===== config.mk =====
export PLATFORM = sky130hd
export DESIGN_NAME = vscale_hasti_arbiter
export DESIGN_NICKNAME = d
export VERILOG_FILES = /design/src/rtl/vscale_hasti_arbiter_pkg.sv /design/src/rtl/vscale_hasti_arb_hold.sv /design/src/rtl/vscale_hasti_arbiter.sv
export VERILOG_INCLUDE_DIRS = /design/src /design/src/rtl
export SDC_FILE = /design/constraint.sdc
export NUM_CORES = 1
export LEC_CHECK = 0
export BUFFER_PORTS_ARGS = -buffer_cell sky130_fd_sc_hd__buf_2
export CAP_MARGIN = 20
export CORE_AREA = 2 2 131 133
export CTS_CLUSTER_DIAMETER = 80
export DETAILED_ROUTE_END_ITERATION = 8
export DIE_AREA = 0 0 133 135
export PLACE_DENSITY = 0.7
export SYNTH_ARGS = -nofsm -noshare
export SYNTH_HDL_FRONTEND = slang
export SYNTH_HIERARCHICAL = 1
export SYNTH_SLANG_ARGS = --single-unit

===== constraint.sdc =====
create_clock -name clk -period 8 [get_ports clk]
set_input_delay 1.6 -clock clk [delete_from_list [all_inputs] [get_ports clk]]
set_output_delay 1.6 -clock clk [all_outputs]
set_load 0.03 [all_outputs]

===== src/rtl/vscale_hasti_constants.vh =====
// AHB-Lite (HASTI) encodings shared by the vscale bus blocks.
`ifndef VSCALE_HASTI_CONSTANTS_VH
`define VSCALE_HASTI_CONSTANTS_VH

`define HTRANS_IDLE    2'b00
`define HTRANS_BUSY    2'b01
`define HTRANS_NONSEQ  2'b10
`define HTRANS_SEQ     2'b11

`define HSIZE_BYTE     3'd0
`define HSIZE_HWORD    3'd1
`define HSIZE_WORD     3'd2

`define HBURST_SINGLE  3'd0
`define HBURST_INCR    3'd1

`endif


===== src/rtl/vscale_hasti_arbiter_pkg.sv =====
// Shared types for the 2:1 HASTI arbiter: address-phase control bundle and request decode.
`include "vscale_hasti_constants.vh"

package vscale_hasti_arbiter_pkg;

  localparam int HTRANS_W = 2;
  localparam int HSIZE_W  = 3;
  localparam int HBURST_W = 3;
  localparam int HPROT_W  = 4;

  // Address-phase control fields; haddr travels alongside since its width is a parameter.
  typedef struct packed {
    logic                hwrite;
    logic [HSIZE_W-1:0]  hsize;
    logic [HBURST_W-1:0] hburst;
    logic                hmastlock;
    logic [HPROT_W-1:0]  hprot;
    logic [HTRANS_W-1:0] htrans;
  } ahb_ctl_t;

  function automatic logic trans_active(input logic [HTRANS_W-1:0] htrans);
    return (htrans == `HTRANS_NONSEQ) || (htrans == `HTRANS_SEQ);
  endfunction

endpackage


===== src/rtl/vscale_hasti_arb_hold.sv =====
// Per-master holding register for an accepted-but-not-granted address phase.
// Zero-latency bypass: sel_* shows the held copy while valid, else the live signals.
module vscale_hasti_arb_hold
  import vscale_hasti_arbiter_pkg::*;
#(
  parameter int ADDR_WIDTH = 32
) (
  input  logic                  clk,
  input  logic                  reset,
  input  logic [ADDR_WIDTH-1:0] live_addr_i,
  input  ahb_ctl_t              live_ctl_i,
  input  logic                  capture_i,
  input  logic                  release_i,
  output logic                  valid_o,
  output logic [ADDR_WIDTH-1:0] sel_addr_o,
  output ahb_ctl_t              sel_ctl_o
);

  logic                  valid_q, valid_d;
  logic [ADDR_WIDTH-1:0] addr_q;
  ahb_ctl_t              ctl_q;

  always_comb begin
    valid_d = valid_q;
    if (capture_i)      valid_d = 1'b1;
    else if (release_i) valid_d = 1'b0;
  end

  always_ff @(posedge clk) begin
    if (reset) valid_q <= 1'b0;
    else       valid_q <= valid_d;
  end

  always_ff @(posedge clk) begin
    if (capture_i) begin
      addr_q <= live_addr_i;
      ctl_q  <= live_ctl_i;
    end
  end

  assign valid_o    = valid_q;
  assign sel_addr_o = valid_q ? addr_q : live_addr_i;
  assign sel_ctl_o  = valid_q ? ctl_q  : live_ctl_i;

endmodule


===== src/rtl/vscale_hasti_arbiter.sv =====
// 2-master -> 1-slave AHB-Lite arbiter; zero added latency when uncontended.
// A losing master sees hready=0 while its address phase waits in its hold register.
`include "vscale_hasti_constants.vh"

module vscale_hasti_arbiter
  import vscale_hasti_arbiter_pkg::*;
#(
  parameter int ADDR_WIDTH  = 32,
  parameter int DATA_WIDTH  = 32,
  parameter int ROUND_ROBIN = 0
) (
  input  logic                  clk,
  input  logic                  reset,
  input  logic [ADDR_WIDTH-1:0] m0_haddr,
  input  logic                  m0_hwrite,
  input  logic [2:0]            m0_hsize,
  input  logic [2:0]            m0_hburst,
  input  logic                  m0_hmastlock,
  input  logic [3:0]            m0_hprot,
  input  logic [1:0]            m0_htrans,
  input  logic [DATA_WIDTH-1:0] m0_hwdata,
  output logic [DATA_WIDTH-1:0] m0_hrdata,
  output logic                  m0_hready,
  output logic                  m0_hresp,
  input  logic [ADDR_WIDTH-1:0] m1_haddr,
  input  logic                  m1_hwrite,
  input  logic [2:0]            m1_hsize,
  input  logic [2:0]            m1_hburst,
  input  logic                  m1_hmastlock,
  input  logic [3:0]            m1_hprot,
  input  logic [1:0]            m1_htrans,
  input  logic [DATA_WIDTH-1:0] m1_hwdata,
  output logic [DATA_WIDTH-1:0] m1_hrdata,
  output logic                  m1_hready,
  output logic                  m1_hresp,
  output logic [ADDR_WIDTH-1:0] s_haddr,
  output logic                  s_hwrite,
  output logic [2:0]            s_hsize,
  output logic [2:0]            s_hburst,
  output logic                  s_hmastlock,
  output logic [3:0]            s_hprot,
  output logic [1:0]            s_htrans,
  output logic [DATA_WIDTH-1:0] s_hwdata,
  input  logic [DATA_WIDTH-1:0] s_hrdata,
  input  logic                  s_hready,
  input  logic                  s_hresp
);

  logic [ADDR_WIDTH-1:0] live_addr [2];
  ahb_ctl_t              live_ctl  [2];
  logic [ADDR_WIDTH-1:0] sel_addr  [2];
  ahb_ctl_t              sel_ctl   [2];
  logic [1:0]            hold_valid, req, capture, release_h;
  logic                  dp_valid_q, dp_valid_d, dp_owner_q, dp_owner_d;
  logic                  rr_last_q, rr_last_d, lock_q, lock_d;
  logic                  dp_own0, dp_own1, win, gnt;
  ahb_ctl_t              s_ctl;

  assign live_addr[0] = m0_haddr;
  assign live_addr[1] = m1_haddr;
  assign live_ctl[0]  = '{hwrite: m0_hwrite, hsize: m0_hsize, hburst: m0_hburst,
                          hmastlock: m0_hmastlock, hprot: m0_hprot, htrans: m0_htrans};
  assign live_ctl[1]  = '{hwrite: m1_hwrite, hsize: m1_hsize, hburst: m1_hburst,
                          hmastlock: m1_hmastlock, hprot: m1_hprot, htrans: m1_htrans};

  assign dp_own0   = dp_valid_q & ~dp_owner_q;
  assign dp_own1   = dp_valid_q &  dp_owner_q;
  assign m0_hready = hold_valid[0] ? 1'b0 : (dp_own0 ? s_hready : 1'b1);
  assign m1_hready = hold_valid[1] ? 1'b0 : (dp_own1 ? s_hready : 1'b1);
  assign m0_hresp  = dp_own0 & s_hresp;
  assign m1_hresp  = dp_own1 & s_hresp;
  assign m0_hrdata = s_hrdata;
  assign m1_hrdata = s_hrdata;
  assign s_hwdata  = dp_owner_q ? m1_hwdata : m0_hwdata;

  assign req[0] = hold_valid[0] | (trans_active(m0_htrans) & m0_hready);
  assign req[1] = hold_valid[1] | (trans_active(m1_htrans) & m1_hready);

  // The candidate is computed during slave wait states too so the presented address
  // stays put; it is only committed (grant, data phase, hold release) while s_hready=1.
  always_comb begin
    win = 1'b0;
    if (lock_q && req[rr_last_q])      win = rr_last_q;
    else if (req[0] && req[1])         win = (ROUND_ROBIN != 0) ? ~rr_last_q : 1'b0;
    else if (req[1])                   win = 1'b1;
  end

  assign gnt = s_hready & (|req);

  assign capture[0]   = trans_active(m0_htrans) & m0_hready & ~(gnt & ~win);
  assign capture[1]   = trans_active(m1_htrans) & m1_hready & ~(gnt &  win);
  assign release_h[0] = hold_valid[0] & gnt & ~win;
  assign release_h[1] = hold_valid[1] & gnt &  win;

  always_comb begin
    s_haddr = sel_addr[win];
    s_ctl   = sel_ctl[win];
    if (req == 2'b00) begin
      s_haddr      = m1_haddr;
      s_ctl        = live_ctl[1];
      s_ctl.htrans = `HTRANS_IDLE;
    end
  end

  assign s_hwrite    = s_ctl.hwrite;
  assign s_hsize     = s_ctl.hsize;
  assign s_hburst    = s_ctl.hburst;
  assign s_hmastlock = s_ctl.hmastlock;
  assign s_hprot     = s_ctl.hprot;
  assign s_htrans    = s_ctl.htrans;

  always_comb begin
    dp_valid_d = dp_valid_q;
    dp_owner_d = dp_owner_q;
    rr_last_d  = rr_last_q;
    lock_d     = lock_q;
    if (s_hready) begin
      dp_valid_d = gnt;
      if (gnt) begin
        dp_owner_d = win;
        rr_last_d  = win;
        lock_d     = s_ctl.hmastlock;
      end
    end
  end

  always_ff @(posedge clk) begin
    if (reset) begin
      dp_valid_q <= 1'b0;
      dp_owner_q <= 1'b0;
      rr_last_q  <= 1'b1;
      lock_q     <= 1'b0;
    end else begin
      dp_valid_q <= dp_valid_d;
      dp_owner_q <= dp_owner_d;
      rr_last_q  <= rr_last_d;
      lock_q     <= lock_d;
    end
  end

  vscale_hasti_arb_hold #(.ADDR_WIDTH(ADDR_WIDTH)) u_hold0 (
    .clk        (clk),
    .reset      (reset),
    .live_addr_i(live_addr[0]),
    .live_ctl_i (live_ctl[0]),
    .capture_i  (capture[0]),
    .release_i  (release_h[0]),
    .valid_o    (hold_valid[0]),
    .sel_addr_o (sel_addr[0]),
    .sel_ctl_o  (sel_ctl[0])
  );

  vscale_hasti_arb_hold #(.ADDR_WIDTH(ADDR_WIDTH)) u_hold1 (
    .clk        (clk),
    .reset      (reset),
    .live_addr_i(live_addr[1]),
    .live_ctl_i (live_ctl[1]),
    .capture_i  (capture[1]),
    .release_i  (release_h[1]),
    .valid_o    (hold_valid[1]),
    .sel_addr_o (sel_addr[1]),
    .sel_ctl_o  (sel_ctl[1])
  );

endmodule


Word-level counts from Yosys, hierarchy flattened --
Index checks and enable logic that the tools add are counted.
Word-level totals: bits in registers 98, input bits 192, output and inout port bits 146, logic and storage cells 83
Cells by class: magnitude comparators 2, equal/unequal tests 4, multiplexer cells 26, bitwise gates (word level) 22, reductions and logical operators 9
Operator list (number):
- $mux W32 | 7
- $mux W14 | 6
- $and A1 B1 Y1 | 15
- $mux W1 | 13
- $eq A2 B2 Y1 const B | 4
- $not A1 Y1 | 4
- $reduce_bool A2 Y1 | 2
- $ge A2 B2 Y1 const B | 1
- $logic_and A1 B1 Y1 | 2
- $logic_not A2 Y1 | 1
- $logic_or A1 B1 Y1 | 2
- $lt A1 B2 Y1 const B | 1
- $not A1 Y2 | 1
- $or A1 B1 Y1 | 2
- $reduce_and A2 Y1 | 1
- $reduce_or A2 Y1 | 1

Depth between registers and ports, before layout --
Gate-level depths: netlist of the first run.
word-level depth 15, mapped depth 9, gate-level depth less buffers 6

Modules after synthesis --
The synthesis of the first run kept the hierarchy.
By module, submodules not included:
- vscale_hasti_arb_hold | instances 2, cells an instance 101, area an instance 2097.0 µm², sequential area each 1401.3 µm²
- vscale_hasti_arbiter | instances 1, cells an instance 255, area an instance 2107.0 µm², sequential area each 80.1 µm²

Worst setup path after synthesis of the first run --
OpenSTA, ideal clock, no wires.
path type input to output, start input s_hready, end output s_hmastlock, data arrival time 3.131 ns, data required time 6.400 ns, setup slack 3.269 ns, stages on the path 8, buffers on the path 4, cell sequence buf_6 -> nor4b_4 -> o22a_1 -> buf_4 -> buf_6 -> buf_6 -> a31oi_1 -> a21oi_1
On the way: word-level cells in the longest chain between the ends 13, elaborated cells on any way between the ends 21, classes of those cells 13 x mux; 5 x bitwise; 3 x reduce/logical
RTL lines:
- from (decl) | line vscale_hasti_arbiter.sv:45 | input logic s_hready,
- $mux W1, on equally long branches (2 in series) | line vscale_hasti_arbiter.sv:68, vscale_hasti_arbiter.sv:69
- $and A1 B1 Y1, on equally long branches | line vscale_hasti_arbiter.sv:76, vscale_hasti_arbiter.sv:77
- $or A1 B1 Y1, on equally long branches | line vscale_hasti_arbiter.sv:76, vscale_hasti_arbiter.sv:77
- $mux W1 (not written as such) (2 in series) | line vscale_hasti_arbiter.sv:83 | if (lock_q && req[rr_last_q]) win = rr_last_q;
- $logic_and A1 B1 Y1 | line vscale_hasti_arbiter.sv:83
- $mux W1 | line vscale_hasti_arbiter.sv:83
- $not A1 Y2 (not written as such) | line vscale_hasti_arbiter.sv:97 | s_ctl = sel_ctl[win];
- $mux W14 (not written as such) (3 in series) | line vscale_hasti_arbiter.sv:97
- $mux W14 * | line vscale_hasti_arbiter.sv:98 | if (req == 2'b00) begin
- to (decl) | line vscale_hasti_arbiter.sv:40 | output logic s_hmastlock,
Mark *: on every way between the ends. The rest lies on a longest branch, timed or not. The select of a mux whose other input is x is not followed.

Worst setup path after layout of the first run --
start input s_hready, end output s_haddr[26]
On the way: word-level cells in the longest chain between the ends 13, elaborated cells on any way between the ends 21, classes of those cells 13 x mux; 5 x bitwise; 3 x reduce/logical
RTL lines:
- $mux W1, on equally long branches (2 in series) | line vscale_hasti_arbiter.sv:68, vscale_hasti_arbiter.sv:69
- $and A1 B1 Y1, on equally long branches | line vscale_hasti_arbiter.sv:76, vscale_hasti_arbiter.sv:77
- $or A1 B1 Y1, on equally long branches | line vscale_hasti_arbiter.sv:76, vscale_hasti_arbiter.sv:77
- $mux W1 (not written as such) (2 in series) | line vscale_hasti_arbiter.sv:83
- $logic_and A1 B1 Y1 | line vscale_hasti_arbiter.sv:83
- $mux W1 | line vscale_hasti_arbiter.sv:83
- $not A1 Y2 (not written as such) | line vscale_hasti_arbiter.sv:96 | s_haddr = sel_addr[win];
- $mux W32 (not written as such) (3 in series) | line vscale_hasti_arbiter.sv:96
- $mux W32 * | line vscale_hasti_arbiter.sv:98
- to (decl) | line vscale_hasti_arbiter.sv:36 | output logic [ADDR_WIDTH-1:0] s_haddr,
Marks and branches as above.

==> results.cfg, run 1 <==
[run_status]
status = completed

[yosys]
syn_inst = 457
yosysMostFrequentCell = edfxtp_1
yosysWarningCount = 6
synth.avg_cell_area_um2 = 13.8
postSynth.asyncResetShare_pct = 0
synth_cell_types = 33
yosysTopAreaCell = edfxtp_1
synth-edff-count = 92
yosysTopAreaCellShare_pct = 43.8
synthFlopType = edfxtp_1
seq_area_frac_synth_pct = 45.8
synth_area_mm2 = 0.00630
synth.area.top_cells = edfxtp_1, mux2_4, mux2_2
synth-seq-cells = 98
syn_nets = 649
synth_common_cells = edfxtp_1, buf_4, mux2_4, mux2_2, and3_1

[global_route]
grt_pass1_vias = 4692
grt-ovfl-total = 0
grt_usage_pct = 19.7
antenna_found_initial = 1
grt_max_degree = 53
grt_pass1_wl_mm = 27.2

[routing]
drtIter0Drc = 268
wl_mm = 18.5
dr_total_vias = 4524
viasPerCell = 5.38
final_antenna_net_count = 0
remaining_drc_errors = 0
dr.pass1.iters = 4
wl_per_cell_um = 22.0

[hold_path]
worstHoldEndpoint = lock_q
worstHoldStart = lock_q
hold_path.class = flip-flop to flip-flop
min_path_cells = 2

[clocking]
clk_latency_ns = 0.35
ctsResizeCount = 0
path_clk_slew_ns = 0.07
clock-root-buffer = clkbuf_16
clk_path_buf_depth = 2
tritoncts = yes
ctsHoldBuffers = 0
htreeDepth = 3
cts_made_buffers = 9
post_cts_buffers = 0
cts.sinks = 98

[floorplan]
rows = 47
coreArea_mm2 = 0.0164
die-area_mm2 = 0.0180
die_y_um = 135
dieWidth_um = 133
start_util_pct = 38.4
io_pins = 338

[placed_design]
dp_cells = 823
gp_congestion = 0.747
port-buffer-count = 241
placed_area_mm2 = 0.00708
place_hpwl_mm = 13.3

[cells_and_area]
finalNetCount = 808
fin_cells = 841
antenna_cells = 0
fill_cells = 1498
area_delta_synth_final_pct = 18.6
layout-drive-gt1-share_pct = 63.1
final_area_mm2 = 0.00748

[power_and_ir_drop]
leakagePower_nw = 3.26
p_per_area_mw_per_mm2 = 229
ir_drop_uv = 185

[timing]
fin_worst_skew_ns = 0.00564
setup_viol = 0
grt_setup_unrepaired = no
holdWs_ns = 0.536
slew_violations = 0
tightest_slew_ns = 0.930
fin_setup_tns_ns = 0
max_slew_margin_pct = 38.0
fin_crit_ns = 5.21
fmax_mhz = 192
hold_viol = 0
min_period_over_period_pct = 65.2

[critical_path]
r2r_start = dp_owner_q
critPathCaptureType = output pin
reg2reg_depth = 6
cp.required_ns = 6.40
reg2reg_slack_ns = 4.55
critPathLaunchType = primary input
r2r-end = u_hold0/addr_q[16]
criticalPathCategory = primary input to output pin
critical_path.max_fanout = 50
critPathArrivalTime_ns = 3.61

[run]
maxCapViolCount = 0
## cells by family after synthesis
family	share of synthesized area, %
buf+inv	12.3
simple gates	6.93
mux	25.7
compound gates	9.27
flops	45.8
## worst max-delay path: stages
cell	delay (ns)
buf_2	0.21
nor4b_4	0.09
a211o_4	0.56
a21oi_4	0.20
buf_4	0.46
a221o_1	0.25
buf_2	0.20
## through the flow
stage	util [%]	setup slack, ns	power, W
finish	45.6	2.79	0.00171
global route	45.6	2.66	0.00179
CTS	45.3	2.31	0.00173
detailed placement	43.1	2.30	0.00121
global placement	43.0	2.43	0.00119
floorplan	-	3.27	0.00112
## sequential cells by signal, indices dropped and copies added (netlist names)
register and flops:
u_hold0/addr_q 32, rr_last_q 1, u_hold0/ctl_q 14, dp_valid_q 1, dp_owner_q 1, lock_q 1
u_hold1/ctl_q 14, u_hold0/valid_o 1, u_hold1/addr_q 32, u_hold1/valid_o 1
## worst max-delay path by stage
stage                        start           to  slack, ns  cells after the start
after global placement    s_hready   s_hsize[1]       2.43                      7
after CTS                 s_hready  s_haddr[10]       2.31                      7
final                     s_hready  s_haddr[26]       2.79                      7
after floorplan           s_hready  s_hmastlock       3.27                      8
after detailed placement  s_hready  s_haddr[10]       2.30                      7
after global routing      s_hready   s_haddr[4]       2.66                      7
## power by group
| group | switching [W] | internal (W) |
|---|---|---|
| clock network | 0.000201 | 0.000309 |
| logic | 0.000319 | 0.000231 |
| registers | 0.0000408 | 0.000612 |
| total | 0.000561 | 0.00115 |
## area by class of cell
class / count / area [um2] / share of cell area, %
Clock buffer: 9 / 225 / 3.01
Clock inverter: 7 / 124 / 1.66
Inverter: 4 / 15.0 / 0.201
Multi-Input combinational cell: 256 / 2650 / 35.4
Sequential cell: 98 / 2890 / 38.7
Tap cell: 220 / 275 / 3.68
Timing Repair Buffer: 247 / 1300 / 17.3
## cell usage in the layout, fill, tap and decap left out
cell type,count
a211o_4,1
a211oi_1,1
a21oi_1,8
a21oi_4,1
a221o_1,44
a221oi_1,1
a311oi_1,1
a31oi_1,1
and3_1,45
and3_2,1
buf_12,2
buf_16,1
buf_2,241
buf_4,3
bufinv_16,3
clkbuf_16,9
clkinvlp_4,1
dfxtp_1,4
dfxtp_4,2
edfxtp_1,92
inv_1,4
inv_6,3
mux2_1,5
mux2_2,59
mux2_4,60
nand2_1,2
nand2b_1,4
nand3_1,3
nand3b_1,1
nor2_1,7
nor2_4,1
nor2b_1,2
nor4b_4,1
nor4bb_4,1
o211a_2,1
o21ai_0,3
o21ai_1,1
o22a_2,1
## routing by layer
layer  share of wire, %  track usage [%]  wire [um]  vias to the layer above
met5              0.076                0         14                        -
met4                1.6             6.09        292                        2
met3                9.4             8.33       1730                       24
met2                 51             33.7       9440                      228
met1                 38             22.5       6990                     2239
li1                   -                -          -                     2031
(Power assumes the default switching activity.)
==> run 2: changes to the inputs <==
==> constraint.sdc (replaced) <==
create_clock -name clk -period 4.9 [get_ports clk]
set_input_delay 0.98 -clock clk [delete_from_list [all_inputs] [get_ports clk]]
set_output_delay 0.98 -clock clk [all_outputs]
set_load 0.03 [all_outputs]
==> run 2 against run 1 <==
Wire length decreased by 1.6%. Clock power increased by 39%. Global-route usage decreased by 0.27 points. Core utilization decreased by 0.38 points. Die area unchanged.
==> results.cfg, run 2 (synthesized netlist as in run 1, its figures left out) <==
[power_and_ir_drop]
p_clk_share_pct = 26.6
seqPwrFrac_pct = 38.7
p_total_w = 0.00267
ir_drop_uv = 175
p_per_area_mw_per_mm2 = 360
swShare_pct = 33.7
internal_power_w = 0.00177
power.switching_w = 0.000900
leakagePower_nw = 3.24
combPwrFrac_pct = 34.7

[global_route]
grt_usage_pct = 19.4
grt_max_degree = 51
grt-ovfl-total = 0
grt_pass1_vias = 4710
antenna_found_initial = 2
grt_pass1_wl_mm = 26.8

[timing]
slew_violations = 0
min_period_over_period_pct = 78.4
setup_viol = 0
tightest_slew_ns = 0.806
fin_worst_skew_ns = 0.0110
hold_viol = 0
fin_setup_tns_ns = 0
max_slew_margin_pct = 46.3
fmax_mhz = 260
fin_crit_ns = 3.84
grt_setup_unrepaired = no

[clocking]
ctsResizeCount = 0
clk_latency_ns = 0.35
cts_made_buffers = 9
ctsHoldBuffers = 0
post_cts_buffers = 0
htreeDepth = 3
clk_path_buf_depth = 2
tritoncts = yes
clock-root-buffer = clkbuf_16
cts.sinks = 98
path_clk_slew_ns = 0.07

[critical_path]
r2r-end = u_hold0/addr_q[13]
critical_path.max_fanout = 43
critPathCaptureType = output pin
cp_num_buf_inv = 3
critPathLaunchType = primary input
criticalPathCategory = primary input to output pin
critPathArrivalTime_ns = 2.86
cp.required_ns = 3.92
critPathLaunch = s_hready
r2r_start = dp_owner_q
crit_path_max_incr_delay_ns = 0.47
path_delay_family = buffers and inverters
path_depth = 7
cp_slowest_cell = buf_4
reg2reg_slack_ns = 2.02
crit_path_frequent_cell = buf_2
path_cells = buf_2 > nor4b_4 > a211o_4 > a21oi_4 > buf_4 > a221o_1 > buf_2
reg2reg_depth = 6

[cells_and_area]
final_area_mm2 = 0.00741
final_cell_mix = buf_2, edfxtp_1, mux2_4, mux2_2, and3_1
finalNetCount = 811
largestRegisters = u_hold0/addr_q (32), u_hold1/addr_q (32)
fill_cells = 1500
area_delta_synth_final_pct = 17.7
layout-drive-gt1-share_pct = 63.1
final_common_cell = buf_2

[run_status]
status = completed

[floorplan]
dieWidth_um = 133
rows = 47
start_util_pct = 38.4
io_pins = 338
die-area_mm2 = 0.0180
die_y_um = 135
coreArea_mm2 = 0.0164

[placed_design]
port-buffer-count = 241
placed_area_mm2 = 0.00712
gp_congestion = 0.748
place_hpwl_mm = 13.4

[routing]
viasPerCell = 5.35
dr_total_vias = 4519
wl_per_cell_um = 21.5
dr.pass1.iters = 4
drtIter0Drc = 189
wl_mm = 18.2
final_antenna_net_count = 0
remaining_drc_errors = 0

[hold_path]
min_path_cells = 2
worstHoldEndpoint = lock_q
worstHoldStart = lock_q
hold_path.class = flip-flop to flip-flop

[run]
maxCapViolCount = 0
## run 2: cell types whose count changed in the layout (fill, tap and decap cells not counted)
cell       change
bufinv_16      -2
inv_6          -2
buf_12         -1
buf_4          +5
diode_2        +1
clkinv_2       +2
clkinv_4       +1
clkinv_1       +1
buf_16         -1
## run 2: final cells by class
| type | count | area (um2) | share of cell area [%] |
|---|---|---|---|
| flip-flops and latches | 98 | 2890 | 39.0 |
| multi-input cells | 256 | 2650 | 35.7 |
| repair buffers | 250 | 1290 | 17.4 |
| well taps | 220 | 275 | 3.71 |
| clock buffers | 9 | 225 | 3.04 |
| clock inverters | 7 | 68.8 | 0.928 |
| inverters | 4 | 15.0 | 0.203 |
| diodes | 1 | 2.50 | 0.0338 |
## run 2: how the worst max path moves through the flow
stage	to	slack [ns]
floorplan	s_hmastlock	1.41
global placement	s_hsize[1]	1.15
detailed placement	s_haddr[11]	1.07
CTS	s_hsize[2]	1.07
global route	s_hsize[0]	0.95
finish	s_hsize[0]	1.06
## run 2: power by group through the flow
stage               sequential [W]  combinational (W)  clock, W
global placement           0.00105           0.000911         0
CTS                        0.00103           0.000928  0.000739
floorplan                  0.00104           0.000784         0
global route               0.00104           0.000982  0.000766
finish                     0.00103           0.000926  0.000710
detailed placement         0.00105           0.000922         0
## run 2: routing by layer
| layer | routed length, um | up-vias | track usage [%] | part of all wire [%] |
|---|---|---|---|---|
| met3 | 1680 | 39 | 6.19 | 9.2 |
| met1 | 7010 | 2196 | 23.5 | 39 |
| li1 | - | 2042 | - | - |
| met5 | 13 | - | 0 | 0.072 |
| met4 | 550 | 2 | 8.60 | 3.0 |
| met2 | 8910 | 240 | 32.0 | 49 |
## run 2: worst min-delay path: cells and delay by family, from the launching register on
kind,cells,cell delay [ns]
flops,1,0.34
compound gates,1,0.07
buf+inv,1,0.07
## run 2: stage by stage
stage	instances	setup slack (ns)	util [%]	hold WS [ns]
2_1_floorplan	457	1.41	-	0.463
3_3_place_gp	828	1.15	43.4	0.487
3_5_place_dp	828	1.07	43.4	0.501
4_1_cts	844	1.07	45.2	0.512
5_1_grt	845	0.951	45.2	0.544
6_report	845	1.06	45.2	0.518
